**src/rtl/pipe_reg_em_skid_if.sv**
```systemverilog
// rtl/pipe_reg_em_skid_if.sv - EX->MEM stage register handshake and data bundle
interface pipe_reg_em_skid_if #(
   parameter int DATA_W = 32,
   parameter int ADDR_W = 3,
   parameter int CTRL_W = 4,
   parameter int CNT_W  = 16
);
   logic              flush_i;
   logic              valid_i;
   logic              ready_o;
   logic [CTRL_W-1:0] ctrl_i;
   logic [DATA_W-1:0] alu_result_i;
   logic [DATA_W-1:0] write_data_i;
   logic [ADDR_W-1:0] wa3_i;
   logic              valid_o;
   logic              ready_i;
   logic [CTRL_W-1:0] ctrl_o;
   logic [DATA_W-1:0] alu_result_o;
   logic [DATA_W-1:0] write_data_o;
   logic [ADDR_W-1:0] wa3_o;
   logic [1:0]        count_o;
   logic [CNT_W-1:0]  stall_cnt_o;

   modport slave (
      input  flush_i, valid_i, ctrl_i, alu_result_i, write_data_i, wa3_i, ready_i,
      output ready_o, valid_o, ctrl_o, alu_result_o, write_data_o, wa3_o,
             count_o, stall_cnt_o
   );

   modport master (
      output flush_i, valid_i, ctrl_i, alu_result_i, write_data_i, wa3_i, ready_i,
      input  ready_o, valid_o, ctrl_o, alu_result_o, write_data_o, wa3_o,
             count_o, stall_cnt_o
   );
endinterface

```
**src/rtl/pipe_reg_em_skid.sv**
```systemverilog
// rtl/pipe_reg_em_skid.sv - EX->MEM stage register with 2-entry skid buffer
// ready_o is decoded from state only, so MEM backpressure never reaches EX combinationally.
module pipe_reg_em_skid #(
   parameter int DATA_W = 32,
   parameter int ADDR_W = 3,
   parameter int CTRL_W = 4,
   parameter int CNT_W  = 16
) (
   input logic               clk,
   input logic               rst,
   pipe_reg_em_skid_if.slave bus
);
   localparam int ENTRY_W = CTRL_W + 2*DATA_W + ADDR_W;

   typedef enum logic [1:0] {
      EMPTY = 2'd0,
      ONE   = 2'd1,
      FULL  = 2'd2
   } state_t;

   state_t               state;
   state_t               state_next;
   logic [ENTRY_W-1:0]   main_q;
   logic [ENTRY_W-1:0]   skid_q;
   logic [ENTRY_W-1:0]   entry_in;
   logic                 accept;
   logic                 send;
   logic [CNT_W-1:0]     stall_cnt;

   assign entry_in = {bus.ctrl_i, bus.alu_result_i, bus.write_data_i, bus.wa3_i};
   assign accept   = bus.valid_i & bus.ready_o;
   assign send     = bus.valid_o & bus.ready_i;

   always_ff @(posedge clk) begin
      if (rst) begin
         state <= EMPTY;
      end else begin
         state <= state_next;
      end
   end

   always_comb begin
      state_next = state;
      if (bus.flush_i) begin
         state_next = EMPTY;
      end else begin
         case (state)
            EMPTY:   if (accept) state_next = ONE;
            ONE: begin
               if (accept && !send)      state_next = FULL;
               else if (!accept && send) state_next = EMPTY;
            end
            FULL:    if (send) state_next = ONE;
            default: state_next = EMPTY;
         endcase
      end
   end

   always_comb begin
      bus.ready_o = (state != FULL);
      bus.valid_o = (state != EMPTY);
      bus.count_o = state;
   end

   // Data registers only move on unflushed transfers; flush leaves stale data behind valid_o=0.
   always_ff @(posedge clk) begin
      if (rst) begin
         main_q <= '0;
         skid_q <= '0;
      end else if (!bus.flush_i) begin
         case (state)
            EMPTY: if (accept) main_q <= entry_in;
            ONE: begin
               if (accept && send)  main_q <= entry_in;
               if (accept && !send) skid_q <= entry_in;
            end
            FULL:  if (send) main_q <= skid_q;
            default: ;
         endcase
      end
   end

   always_ff @(posedge clk) begin
      if (rst) begin
         stall_cnt <= '0;
      end else if (bus.valid_o && !bus.ready_i && (stall_cnt != {CNT_W{1'b1}})) begin
         stall_cnt <= stall_cnt + 1'b1;
      end
   end

   always_comb begin
      bus.ctrl_o       = bus.valid_o ? main_q[ENTRY_W-1 -: CTRL_W] : '0;
      bus.alu_result_o = main_q[2*DATA_W+ADDR_W-1 -: DATA_W];
      bus.write_data_o = main_q[DATA_W+ADDR_W-1 -: DATA_W];
      bus.wa3_o        = main_q[ADDR_W-1:0];
      bus.stall_cnt_o  = stall_cnt;
   end
endmodule

```
**src/flat_wrapper.sv**
```systemverilog
// flat-port wrapper written by rule: the top's interface ports become plain ports
module pipe_reg_em_skid_flat 
#(
   parameter int DATA_W = 32,
   parameter int ADDR_W = 3,
   parameter int CTRL_W = 4,
   parameter int CNT_W  = 16
)
  (clk, rst, bus_flush_i, bus_valid_i, bus_ctrl_i, bus_alu_result_i, bus_write_data_i, bus_wa3_i, bus_ready_i, bus_ready_o, bus_valid_o, bus_ctrl_o, bus_alu_result_o, bus_write_data_o, bus_wa3_o, bus_count_o, bus_stall_cnt_o);
  pipe_reg_em_skid_if #(.DATA_W(DATA_W), .ADDR_W(ADDR_W), .CTRL_W(CTRL_W), .CNT_W(CNT_W)) bus_i ();
  input logic clk;
  input logic rst;
  input wire logic [$bits(bus_i.flush_i)-1:0] bus_flush_i;
  input wire logic [$bits(bus_i.valid_i)-1:0] bus_valid_i;
  input wire logic [$bits(bus_i.ctrl_i)-1:0] bus_ctrl_i;
  input wire logic [$bits(bus_i.alu_result_i)-1:0] bus_alu_result_i;
  input wire logic [$bits(bus_i.write_data_i)-1:0] bus_write_data_i;
  input wire logic [$bits(bus_i.wa3_i)-1:0] bus_wa3_i;
  input wire logic [$bits(bus_i.ready_i)-1:0] bus_ready_i;
  output wire logic [$bits(bus_i.ready_o)-1:0] bus_ready_o;
  output wire logic [$bits(bus_i.valid_o)-1:0] bus_valid_o;
  output wire logic [$bits(bus_i.ctrl_o)-1:0] bus_ctrl_o;
  output wire logic [$bits(bus_i.alu_result_o)-1:0] bus_alu_result_o;
  output wire logic [$bits(bus_i.write_data_o)-1:0] bus_write_data_o;
  output wire logic [$bits(bus_i.wa3_o)-1:0] bus_wa3_o;
  output wire logic [$bits(bus_i.count_o)-1:0] bus_count_o;
  output wire logic [$bits(bus_i.stall_cnt_o)-1:0] bus_stall_cnt_o;
  assign bus_i.flush_i = bus_flush_i;
  assign bus_i.valid_i = bus_valid_i;
  assign bus_i.ctrl_i = bus_ctrl_i;
  assign bus_i.alu_result_i = bus_alu_result_i;
  assign bus_i.write_data_i = bus_write_data_i;
  assign bus_i.wa3_i = bus_wa3_i;
  assign bus_i.ready_i = bus_ready_i;
  assign bus_ready_o = bus_i.ready_o;
  assign bus_valid_o = bus_i.valid_o;
  assign bus_ctrl_o = bus_i.ctrl_o;
  assign bus_alu_result_o = bus_i.alu_result_o;
  assign bus_write_data_o = bus_i.write_data_o;
  assign bus_wa3_o = bus_i.wa3_o;
  assign bus_count_o = bus_i.count_o;
  assign bus_stall_cnt_o = bus_i.stall_cnt_o;
  pipe_reg_em_skid #(.DATA_W(DATA_W), .ADDR_W(ADDR_W), .CTRL_W(CTRL_W), .CNT_W(CNT_W)) u_core (.clk(clk), .rst(rst), .bus(bus_i));
endmodule
```
**config.mk**
```make
export PLATFORM = sky130hd
export DESIGN_NAME = pipe_reg_em_skid_flat
export DESIGN_NICKNAME = d
export VERILOG_FILES = /design/src/rtl/pipe_reg_em_skid_if.sv /design/src/rtl/pipe_reg_em_skid.sv /design/src/flat_wrapper.sv
export SDC_FILE = /design/constraint.sdc
export NUM_CORES = 1
export LEC_CHECK = 0
export BUFFER_PORTS_ARGS = -buffer_cell sky130_fd_sc_hd__buf_4
export CAP_MARGIN = 20
export CORE_ASPECT_RATIO = 1.4
export CORE_MARGIN = 2
export CORE_UTILIZATION = 58
export CTS_CLUSTER_SIZE = 8
export DETAILED_ROUTE_END_ITERATION = 16
export GPL_TIMING_DRIVEN = 0
export PLACE_DENSITY = 0.81
export SKIP_LAST_GASP = 1
export SYNTH_ARGS = -nofsm -noshare
export SYNTH_HDL_FRONTEND = slang
export SYNTH_SLANG_ARGS = --single-unit
export TNS_END_PERCENT = 5
```
**constraint.sdc**
```tcl
create_clock -name clk -period 2.8 [get_ports clk]
set_clock_uncertainty 0.05 [all_clocks]
set_input_delay 0.56 -clock clk [delete_from_list [all_inputs] [get_ports clk]]
set_output_delay 0.56 -clock clk [all_outputs]
set_load 0.05 [all_outputs]
```
* Yosys cells after proc, flatten, opt, wreduce, memory -nomap -nowiden
Index checks and enable logic that the tools add are counted.
Storage, ports and cells: bits in registers 160, bits in read-only memories 0, output and inout port bits 91, bits of input ports 76, logic and storage cells 41, bits in writable memories 0, bits in latches 0, memories kept 0
Operators by class: $add $sub $neg 1, multipliers 0, reduce and logical (&&, ||, !) cells 15, muxes and demuxes 10, magnitude comparators 0, bitwise gates (word level) 3, equality and inequality tests 8, divide/modulo/power cells 0, shift-type cells 0
Operators with widths (count):
- 71-bit two-way mux | 3
- 71-bit case mux with 3 select lines | 1
- 16-bit by 1-bit adder with 16-bit output (second input constant) | 1
- 16-bit inequality test (second input constant) | 1
- 2-bit two-way mux | 4
- 2-bit by 1-bit inequality test with 1-bit output (second input constant) | 3
- 2-bit case mux with 3 select lines | 1
- 3-bit AND reduction | 2
- 1-bit logical AND | 5
- 5-bit AND reduction | 1
- 4-bit two-way mux | 1
- 1-bit logical NOT | 3
- 3-bit by 1-bit inequality test with 1-bit output (second input constant) | 1
- 3-bit nonzero test | 1
- 1-bit AND | 2
- 2-bit by 1-bit equality test with 1-bit output (second input constant) | 1
- 2-bit equality test (second input constant) | 1
- 2-bit logical NOT | 1
- 2-bit inequality test (second input constant) | 1
- 2-bit nonzero test | 1
- 2-bit OR reduction | 1
- 1-bit inverter | 1

* Depth between registers and ports, before layout
Gate-level depths: netlist of run 1.
depth after elaboration 7, depth in mapped cells 6, depth with buffers taken out 5

* Worst setup path after synthesis of run 1
Ideal clock, no wire load.
path kind flip-flop to output port, from register u_core.state[1] (netlist: u_core.bus.count_o[1]), to output bus_ctrl_o[0], stages on the path, launching flop included 3, slack 0.536 ns, data required time 2.190 ns, data arrival time 1.654 ns, path buffers 0, cell sequence dfxtp_1 > nor2_1 > nor2b_1
On the way: word-level cells in the longest chain between the ends 2
RTL lines:
- start, declared | line pipe_reg_em_skid.sv:21 | state_t state;
- start signal, assigned | line pipe_reg_em_skid.sv:38 | state <= state_next;
- 2-bit nonzero test | line pipe_reg_em_skid.sv:61 | bus.valid_o = (state != EMPTY);
- 4-bit two-way mux | line pipe_reg_em_skid.sv:92 | bus.ctrl_o = bus.valid_o ? main_q[ENTRY_W-1 -: CTRL_W] : '0;
- end, declared | line flat_wrapper.sv:22 | output wire logic [$bits(bus_i.ctrl_o)-1:0] bus_ctrl_o;
No other way between the ends.

* Worst setup path after layout of run 1
from register u_core.state[0] (netlist: u_core.bus.count_o[0]), to output bus_ready_o
On the way: word-level cells in the longest chain between the ends 1
RTL lines:
- 2-bit inequality test | line pipe_reg_em_skid.sv:60 | bus.ready_o = (state != FULL);
- end, declared | line flat_wrapper.sv:20 | output wire logic [$bits(bus_i.ready_o)-1:0] bus_ready_o;
No other way between the ends.

==> results.md, run 1 <==
* Outcome: completed
* WL per Instance at 16.1 um
* Synth warn at 0
* Post-synthesis simple-gate area fraction at around an eighth
* Die X at 98.1 um
* Flops & latches, synth at 160
* Num rows at 48
* Final hold viol count at 0
* Worst setup path endpoint: bus_ready_o
* Setup tns final at 0 ps
* GRT Resource Usage Total at 27.8%
* Hold_buf cts at 0
* DR vias at 6691
* Maximum VDD drop at 468 uV
* Final HPWL DP at 13100 um
* Top post-synthesis cells by area: dfxtp_1, a21oi_1, mux2i_1
* Reg2Reg Depth at 6
* DRT antenna net count at 0
* H-tree Lvls at 4
* Syn Area/Cell at just under 9 um^2
* Switching part of the total at about 27%
* Ports at 167
* Die Area at 13300 um^2
* CTS max path bufs at 2
* Worst r2r src: u_core.bus.count_o[0]$_SDFFE_PP0P_
* Max-slew violations at 0
* Initial antenna violation count at 0
* Post-CTS Resized at 0
* DRC viols at 0
* Setup Crit Path Kind: reg2out
* Core area at 12200 um^2
* Worst EP arrival at 1890 ps
* First-pass GRT wire length at 29700 um
* Worst setup path start: u_core.bus.count_o[0]$_SDFFE_PP0P_
* Mapped Cells at 825
* M3 GR Usage at 7.22%
* Yosys top cell area share at roughly 45%
* Min-Delay Path Class: in2reg
* Synth cell count leaders: dfxtp_1, a21oi_1, nand2_1
* CTS tree: built
* Seq pwr share at 41.7%
* Synth Cell Area at 7190 um^2
* Async set-or-reset flop fraction in the synthesized netlist at 0%
* Critical path peak fanout at 10
* Area Growth Syn to Fin at 28.4%
* Final setup fails at 0
* Switching pwr at about 0.0016 W
* Leakage at 4.05 nW
* Clk slew on worst S/H paths at 60 ps
* Post-synth cell types at 39
* Post-Syn Nets at 902
* Post-synth EDFFs at 0
* 1st-iter DRT viols at 361
* Placed instance count at 1140
* Dominant synthesized flop cell: dfxtp_1
* Synth Area in Adders at 0.174%
* Sequential share of the synthesized area at 44.6%
* Worst-Margin Slew at about 720 ps
* Met1 Resource Use GR at 32.6%
* Clock share of power at 42.8%
* Largest family of logic cells by synthesized area: compound AO/OA/AOI/OAI gates
* Mux cell area share after synthesis at 10.3%
* Slew HR at ~52%
* Most common cell in the synthesized netlist: dfxtp_1
* Initial Utilization at 58.9%
* # clock sinks at 160
* FF-to-FF End: u_core.main_q[7]$_SDFFE_PP0P_
* Vias in the first global route at 6204
* Cell accounting for the most synthesized area: dfxtp_1
* Period utilization at 89.4%
* Port Buffers at around 170
* Worst-Skew Late Latency at ~440 ps
* Layout cells sized above 1 at 27.7%
* Gr ovfl total at 0
* Tmin final at approximately 2500 ps
* CP Data Required Time at 2190 ps
* # diodes at 0
* XOR/XNOR Fraction of Synth Area at 0%
* Post-synthesis compound-gate area fraction at 21.3%
* P_int at 0.00421 W
* R2R setup slack at 460 ps
* Num CTS Buffers at 17
* Pre-antenna DRT Iters at 5
* Achievable Freq at 399 MHz
* Via density at 5.71
* Setup crit start kind: flop
* RePlAce Congestion at 0.819
* Met2 usage at roughly 49%
* Die H at 136 um
* RSZ-0062 raised after global routing: no
* Largest net degree at the start of global routing at 17
* Pwr per Cell Area at 627 nW/um^2
* Routed wire length at 18900 um
* CP Capture Type: primary output
* Max-cap violations at 0
* Finished Layout Cells at 1172
* GR peak layer: met2
* # nets final at between 1000 and 1500
* Clock root buffer master: clkbuf_16
* Setup Buffers After CTS at 0
* Comb power frac at 15.5%
-- kinds of logic after synthesis --
| family | after synthesis |
|---|---|
| adder cells (fa/ha/maj) | 1 |
| buffers and inverters | 145 |
| AO/OA/AOI/OAI | 244 |
| AND/OR/NAND/NOR | 201 |
| multiplexers | 74 |
| flip-flops | 160 |
-- worst min path at each step --
stage | startpoint | endpoint | slack, ps | depth (start not counted)
3_5_place_dp | u_core.skid_q[41]$_SDFFE_PP0P_ | u_core.skid_q[41]$_SDFFE_PP0P_ | 400 | 2
6_report | bus_flush_i | u_core.bus.count_o[0]$_SDFFE_PP0P_ | 270 | 2
4_1_cts | bus_flush_i | u_core.bus.count_o[0]$_SDFFE_PP0P_ | 260 | 2
2_1_floorplan | u_core.skid_q[0]$_SDFFE_PP0P_ | u_core.skid_q[0]$_SDFFE_PP0P_ | 390 | 2
3_3_place_gp | u_core.skid_q[42]$_SDFFE_PP0P_ | u_core.skid_q[42]$_SDFFE_PP0P_ | 390 | 2
5_1_grt | bus_flush_i | u_core.bus.count_o[0]$_SDFFE_PP0P_ | 260 | 2
-- metal layers --
metal  routed length (um)  vias to the layer above
met5                    0                        -
met2                 9750                      209
met3                 1090                       37
met1                 7520                     3178
li1                     -                     3267
met4                  508                        0
-- layout by cell type, fill, tap and decap left out, types with 13 or more instances in the layout --
cell type	n
a311oi_1	71
buf_4	232
a21oi_1	155
clkbuf_16	17
buf_2	13
mux2i_1	72
dfxtp_1	160
clkbuf_1	60
nand2_1	147
-- state kept, by name (all words and copies together) (netlist names) --
register	count
u_core.bus.count_o	2
u_core.skid_q	71
u_core.main_q	71
u_core.bus.stall_cnt_o	16
-- area by class of cell --
class	count	area (um^2)
Tap cell	150	188
Timing Repair Buffer	165	1240
Fill cell	948	2960
Clock buffer	20	437
Inverter	4	15.0
Sequential cell	160	3200
Multi-Input combinational cell	520	3170
Buffer	141	797
Clock inverter	12	180
-- through the flow --
| stage | hold slack [ps] | setup slack (ps) | utilization, % | total power [W] | cell area (um^2) |
|---|---|---|---|---|---|
| floorplan | 386 | 536 | - | 0.00305 | 7190 |
| global placement | 390 | 393 | 70.6 | 0.00334 | 8610 |
| detailed placement | 396 | 324 | 70.6 | 0.00335 | 8610 |
| CTS | 260 | 309 | 75.7 | 0.00578 | 9230 |
| global route | 257 | 219 | 75.7 | 0.00596 | 9230 |
| finish | 273 | 297 | 75.7 | 0.00579 | 9230 |
-- critical path, stage by stage, from the launching register on --
cell and delay [ps]:
dfxtp_1 470, or2b_1 150, buf_2 240, buf_2 340, buf_4 260
-- power by group through the flow --
stage | clock (W) | sequential [W] | combinational (W)
2_1_floorplan | 0 | 0.00245 | 0.000602
3_3_place_gp | 0 | 0.00246 | 0.000884
3_5_place_dp | 0 | 0.00246 | 0.000895
4_1_cts | 0.00248 | 0.00241 | 0.000899
5_1_grt | 0.00259 | 0.00242 | 0.000954
6_report | 0.00248 | 0.00241 | 0.000898
(Power assumes the default switching activity.)
==> run 2: changes to the inputs <==
--- a/config.mk
+++ b/config.mk
@@ -5,6 +5,7 @@
 export SDC_FILE = /design/constraint.sdc
 export NUM_CORES = 1
 export LEC_CHECK = 0
+export ABC_AREA = 1
 export BUFFER_PORTS_ARGS = -buffer_cell sky130_fd_sc_hd__buf_4
 export CAP_MARGIN = 20
 export CORE_ASPECT_RATIO = 1.4
==> results.md, run 2 <==
* Worst EP arrival at 1800 ps
* Pre-antenna DRT Iters at 5
* Clock root buffer master: clkbuf_16
* Die X at ~99 um
* Clk slew on worst S/H paths at about 60 ps
* Area Growth Syn to Fin at 27.1%
* Filler Cells Inserted at between 1000 and 1500
* Sequential share of the synthesized area at 43.8%
* Num CTS Buffers at 17
* Dominant synthesized flop cell: dfxtp_1
* CTS tree: built
* Final hold viol count at 0
* Routed wire length at approximately 18000 um
* Synth cell count leaders: o21ai_0, dfxtp_1, inv_1
* Hold_buf cts at 0
* P_int at around 0.0039 W
* Worst-Skew Late Latency at approximately 420 ps
* CTS max path bufs at 2
* GRT Resource Usage Total at about a quarter
* Layout cells sized above 1 at 25.7%
* Min-Delay Path Class: in2reg
* Post-synth EDFFs at 0
* # nets final at 1270
* Hold path cells at 2
* Commonest non-fill, non-tap cells in the layout: buf_4, o21ai_0, dfxtp_1, inv_1, a21oi_1
* Switching pwr at 0.00154 W
* Setup Crit Path Kind: reg2out
* Core area at 12300 um^2
* First-pass GRT wire length at ~29000 um
* # diodes at 0
* Flops & latches, synth at 160
* DRC viols at 0
* Register area at 3200 um^2
* # clock sinks at between 150 and 200
* Achievable Freq at 414 MHz
* Comb power frac at 16.1%
* Pwr per Cell Area at 583 nW/um^2
* Period utilization at between 80% and 90%
* Top post-synthesis cells by area: dfxtp_1, o21ai_0, a21oi_1
* Leakage at ~4.0 nW
* Critical path peak fanout at 10
* DR vias at 6897
* Setup crit start kind: flop
* Post-Syn Nets at ~1100
* Initial Utilization at 59.4%
* Die H at ~140 um
* Cell accounting for the most synthesized area: dfxtp_1
* Via density at 5.09
* Most common cell in the synthesized netlist: o21ai_0
* Seq pwr share at 44.5%
* 1st-iter DRT viols at approximately 320
* Async set-or-reset flop fraction in the synthesized netlist at 0%
* RePlAce Congestion at 0.847
* Post-synth cell types at 28
* Port Buffers at 166
* Mapped Cells at 1008
* DRT antenna net count at 0
* CP Data Required Time at 2190 ps
* Synth warn at 0
* Most common cell after layout, fill and taps aside: buf_4
* WL per Instance at between 10 and 15 um
* Worst-Margin Slew at 554 ps
* Gr ovfl total at 0
* Outcome: completed
* Vias in the first global route at 6326
* Maximum VDD drop at 396 uV
* Worst r2r src: u_core.bus.stall_cnt_o[0]$_SDFFE_PP0P_
* Area of the multi-input gates at around 2700 um^2
* H-tree Lvls at 4
* Reg2Reg Depth at 9
* Final HPWL DP at 12800 um
* Setup Buffers After CTS at 0
* Yosys top cell area share at 43.8%
* Synth Cell Area at 7320 um^2
* Largest net degree at the start of global routing at 17
* Die Area at 13500 um^2
* Place WS at roughly 690 ps
* Tmin final at 2410 ps
* Hold endpoint: u_core.bus.stall_cnt_o[12]$_SDFFE_PP0P_
* Initial antenna violation count at 0
* Switching part of the total at between 20 and 30%
* Slew HR at 63.1%
* Num rows at 48
* CP Capture Type: primary output
* FF-to-FF End: u_core.bus.stall_cnt_o[11]$_SDFFE_PP0P_
* Max-cap violations at 0
* R2R setup slack at 1010 ps
* Max-slew violations at 0
* Clock share of power at 39.5%
* Final Core Density at 75.5%
* Total power at approximately 0.0054 W
* Setup tns final at 0 ps
* Final setup fails at 0
* RSZ-0062 raised after global routing: no
* Ports at 167
* Final worst slack at between 300 and 400 ps
* Post-CTS Resized at 0
* Syn Area/Cell at between 7 and 8 um^2
* Hold wc startpoint: rst
==> run 2: critical path, cell delays in order (launching register included) <==
cell and delay, ps:
dfxtp_1 440, inv_1 110, nand2_2 190, buf_6 190, buf_2 220, buf_4 230
==> run 2: cell families after synthesis <==
kind of cell / synth area share [%]
DFF: 43.8
and+or+nand+nor: 10.1
xor gates and xnor gates: 0.718
AOI/OAI and AO/OA: 25.8
buffers and inverters: 19.4
adders and majority gates: 0.171
==> run 2: worst max path at each step <==
stage / startpoint / end / slack, ps / cells past startpoint
after floorplan: u_core.bus.count_o[1]$_SDFFE_PP0P_ / bus_ctrl_o[0] / 640 / 2
after global placement: rst / u_core.main_q[1]$_SDFFE_PP0P_ / 700 / 6
after detailed placement: rst / u_core.main_q[62]$_SDFFE_PP0P_ / 690 / 6
after CTS: u_core.bus.count_o[0]$_SDFFE_PP0P_ / bus_ready_o / 370 / 5
after global routing: u_core.bus.count_o[0]$_SDFFE_PP0P_ / bus_ready_o / 310 / 5
final: u_core.bus.count_o[0]$_SDFFE_PP0P_ / bus_ready_o / 390 / 5
==> run 2: power by group through the flow <==
stage | Sequential [W] | Clock (W) | Combinational [W]
3_3_place_gp | 0.00246 | 0 | 0.000864
6_report | 0.00241 | 0.00214 | 0.000871
4_1_cts | 0.00241 | 0.00216 | 0.000875
2_1_floorplan | 0.00245 | 0 | 0.000593
5_1_grt | 0.00242 | 0.00225 | 0.000944
3_5_place_dp | 0.00246 | 0 | 0.000870
==> run 2: final cells by class <==
| type | instances | area share (%) |
|---|---|---|
| Multi-Input combinational cell | 558 | 28.9 |
| Tap cell | 150 | 2.02 |
| Clock buffer | 19 | 4.77 |
| Sequential cell | 160 | 34.5 |
| Inverter | 160 | 6.49 |
| Buffer | 130 | 8.82 |
| Timing Repair Buffer | 166 | 13.4 |
| Clock inverter | 13 | 1.10 |
==> run 2: metrics by stage <==
step / cell area, um^2 / std cells / hold slack (ps)
after floorplan: 7320 / 1008 / 374
after global placement: 8750 / 1324 / 383
after detailed placement: 8750 / 1324 / 386
after CTS: 9300 / 1356 / 275
after global routing: 9300 / 1356 / 289
final: 9300 / 1356 / 285
==> run 2: routing by layer <==
layer	part of all wire (%)	wire [um]	GRT usage [%]
met1	42	7320	31.3
met2	50	8870	45.0
met3	5.1	895	4.55
met4	2.8	500	11.6
met5	0	0	0
==> run 3: changes to the inputs <==
--- a/config.mk
+++ b/config.mk
@@ -9,13 +9,14 @@
 export BUFFER_PORTS_ARGS = -buffer_cell sky130_fd_sc_hd__buf_4
 export CAP_MARGIN = 20
 export CORE_ASPECT_RATIO = 1.4
-export CORE_MARGIN = 2
+export CORE_MARGIN = 4
 export CORE_UTILIZATION = 58
 export CTS_CLUSTER_SIZE = 8
 export DETAILED_ROUTE_END_ITERATION = 16
 export GPL_TIMING_DRIVEN = 0
 export PLACE_DENSITY = 0.81
 export SKIP_LAST_GASP = 1
+export SLEW_MARGIN = 20
 export SYNTH_ARGS = -nofsm -noshare
 export SYNTH_HDL_FRONTEND = slang
 export SYNTH_SLANG_ARGS = --single-unit
==> results.md, run 3 (same netlist as run 2, synthesis figures left out) <==
* CP Data Required Time at 2190 ps
* Layout cells sized above 1 at 25.8%
* Final hold viol count at 0
* Clock root buffer master: clkbuf_16
* Hold_buf cts at 0
* Setup crit start kind: flop
* Die X at 103 um
* Worst-Skew Late Latency at approximately 420 ps
* Achievable Freq at 415 MHz
* Critical path peak fanout at 10
* Area Growth Syn to Fin at 27.4%
* First-pass GRT wire length at 29800 um
* Most common cell after layout, fill and taps aside: buf_4
* # nets final at between 1000 and 1500
* Placed Area at 8750 um^2
* Pre-antenna DRT Iters at 5
* Largest net degree at the start of global routing at 17
* Num rows at 48
* Placed instance count at 1324
* Vias in the first global route at 6564
* WL per Instance at 13.4 um
* Ports at 167
* Worst EP arrival at 1800 ps
* # diodes at 0
* Setup Crit Path Kind: reg2out
* Die H at around 140 um
* Initial antenna violation count at 0
* Filler Cells Inserted at just over 1000
* DR vias at 6929
* RSZ-0062 raised after global routing: no
* Final HPWL DP at approximately 13000 um
* Port Buffers at ~170
* GRT Resource Usage Total at about a quarter
* Max-cap violations at 0
* Slew HR at 64.7%
* Maximum VDD drop at roughly 430 uV
* Leakage at just over 4 nW
* Post-CTS Resized at 0
* Routed wire length at between 15000 and 20000 um
* Tmin final at 2410 ps
* Outcome: completed
* Core area at 12400 um^2
* Pwr per Cell Area at approximately 590 nW/um^2
* CTS tree: built
* Setup tns final at 0 ps
* Period utilization at between 80% and 90%
* Worst-Margin Slew at 529 ps
* Clk slew on worst S/H paths at 60 ps
* Finished Layout Cells at 1356
* # clock sinks at between 150 and 200
* Initial Utilization at 59.1%
* CP Capture Type: primary output
* Via density at 5.11
* H-tree Lvls at 4
* Final setup fails at 0
* Min-Delay Path Class: in2reg
* Num CTS Buffers at 17
* Max-slew violations at 0
* Final instance area at a little over 9000 um^2
* RePlAce Congestion at 0.823
* Die Area at 14500 um^2
* DRT antenna net count at 0
* CTS max path bufs at 2
* DRC viols at 0
* Gr ovfl total at 0
* Setup Buffers After CTS at 0
* 1st-iter DRT viols at 370
* Commonest non-fill, non-tap cells in the layout: buf_4, o21ai_0, dfxtp_1, inv_1, a21oi_1
==> run 3: per-layer routing <==
layer / up-vias / part of all wire [%] / track usage [%] / wire length (um)
met3: 38 / 7.4 / 5.54 / 1340
li1: 3536 / - / - / -
met2: 225 / 51 / 43.8 / 9220
met4: 0 / 2.0 / 8.80 / 369
met1: 3130 / 40 / 30.3 / 7180
met5: - / 0 / 0 / 0
==> run 3: area by class of cell <==
cell class                 instances  area, um^2  share of cell area (%)
buffer                           130         820                    8.79
clock buffer                      19         453                    4.86
clock inverter                    13         118                    1.26
inverter                         160         603                    6.47
multi-input combinational        558        2690                    28.9
sequential                       160        3200                    34.4
tap                              150         188                    2.01
timing repair buffer             166        1250                    13.4
==> run 3: critical path, cell delays in order (launching register included) <==
cell and delay (ps):
dfxtp_1 430, inv_1 100, nand2_2 200, buf_6 190, buf_2 220, buf_4 230
==> run 3: stage by stage <==
step / power [W] / worst slack (ps) / hold WS (ps) / util, %
2_1_floorplan: 0.00305 / 644 / 374 / -
3_3_place_gp: 0.00332 / 757 / 383 / 70.7
3_5_place_dp: 0.00333 / 731 / 386 / 70.7
4_1_cts: 0.00554 / 383 / 277 / 75.3
5_1_grt: 0.00570 / 270 / 282 / 75.3
6_report: 0.00549 / 391 / 284 / 75.3
==> run 3: final timing paths <==
| check | endpoint | depth (start not counted) | slack [ps] | startpoint |
|---|---|---|---|---|
| worst min-delay path | u_core.bus.stall_cnt_o[12]$_SDFFE_PP0P_ | 2 | 280 | rst |
| worst max-delay path | bus_ready_o | 5 | 390 | u_core.bus.count_o[0]$_SDFFE_PP0P_ |
| worst max register to register | u_core.bus.stall_cnt_o[3]$_SDFFE_PP0P_ | 7 | 1030 | u_core.bus.stall_cnt_o[0]$_SDFFE_PP0P_ |
| worst min register to register | u_core.main_q[14]$_SDFFE_PP0P_ | 2 | 390 | u_core.main_q[14]$_SDFFE_PP0P_ |
==> run 3: power by group <==
group,switching (W),internal [W],total (W)
sequential,0.0000412,0.00237,0.00241
combinational,0.000533,0.000343,0.000875
clock,0.000995,0.00122,0.00221
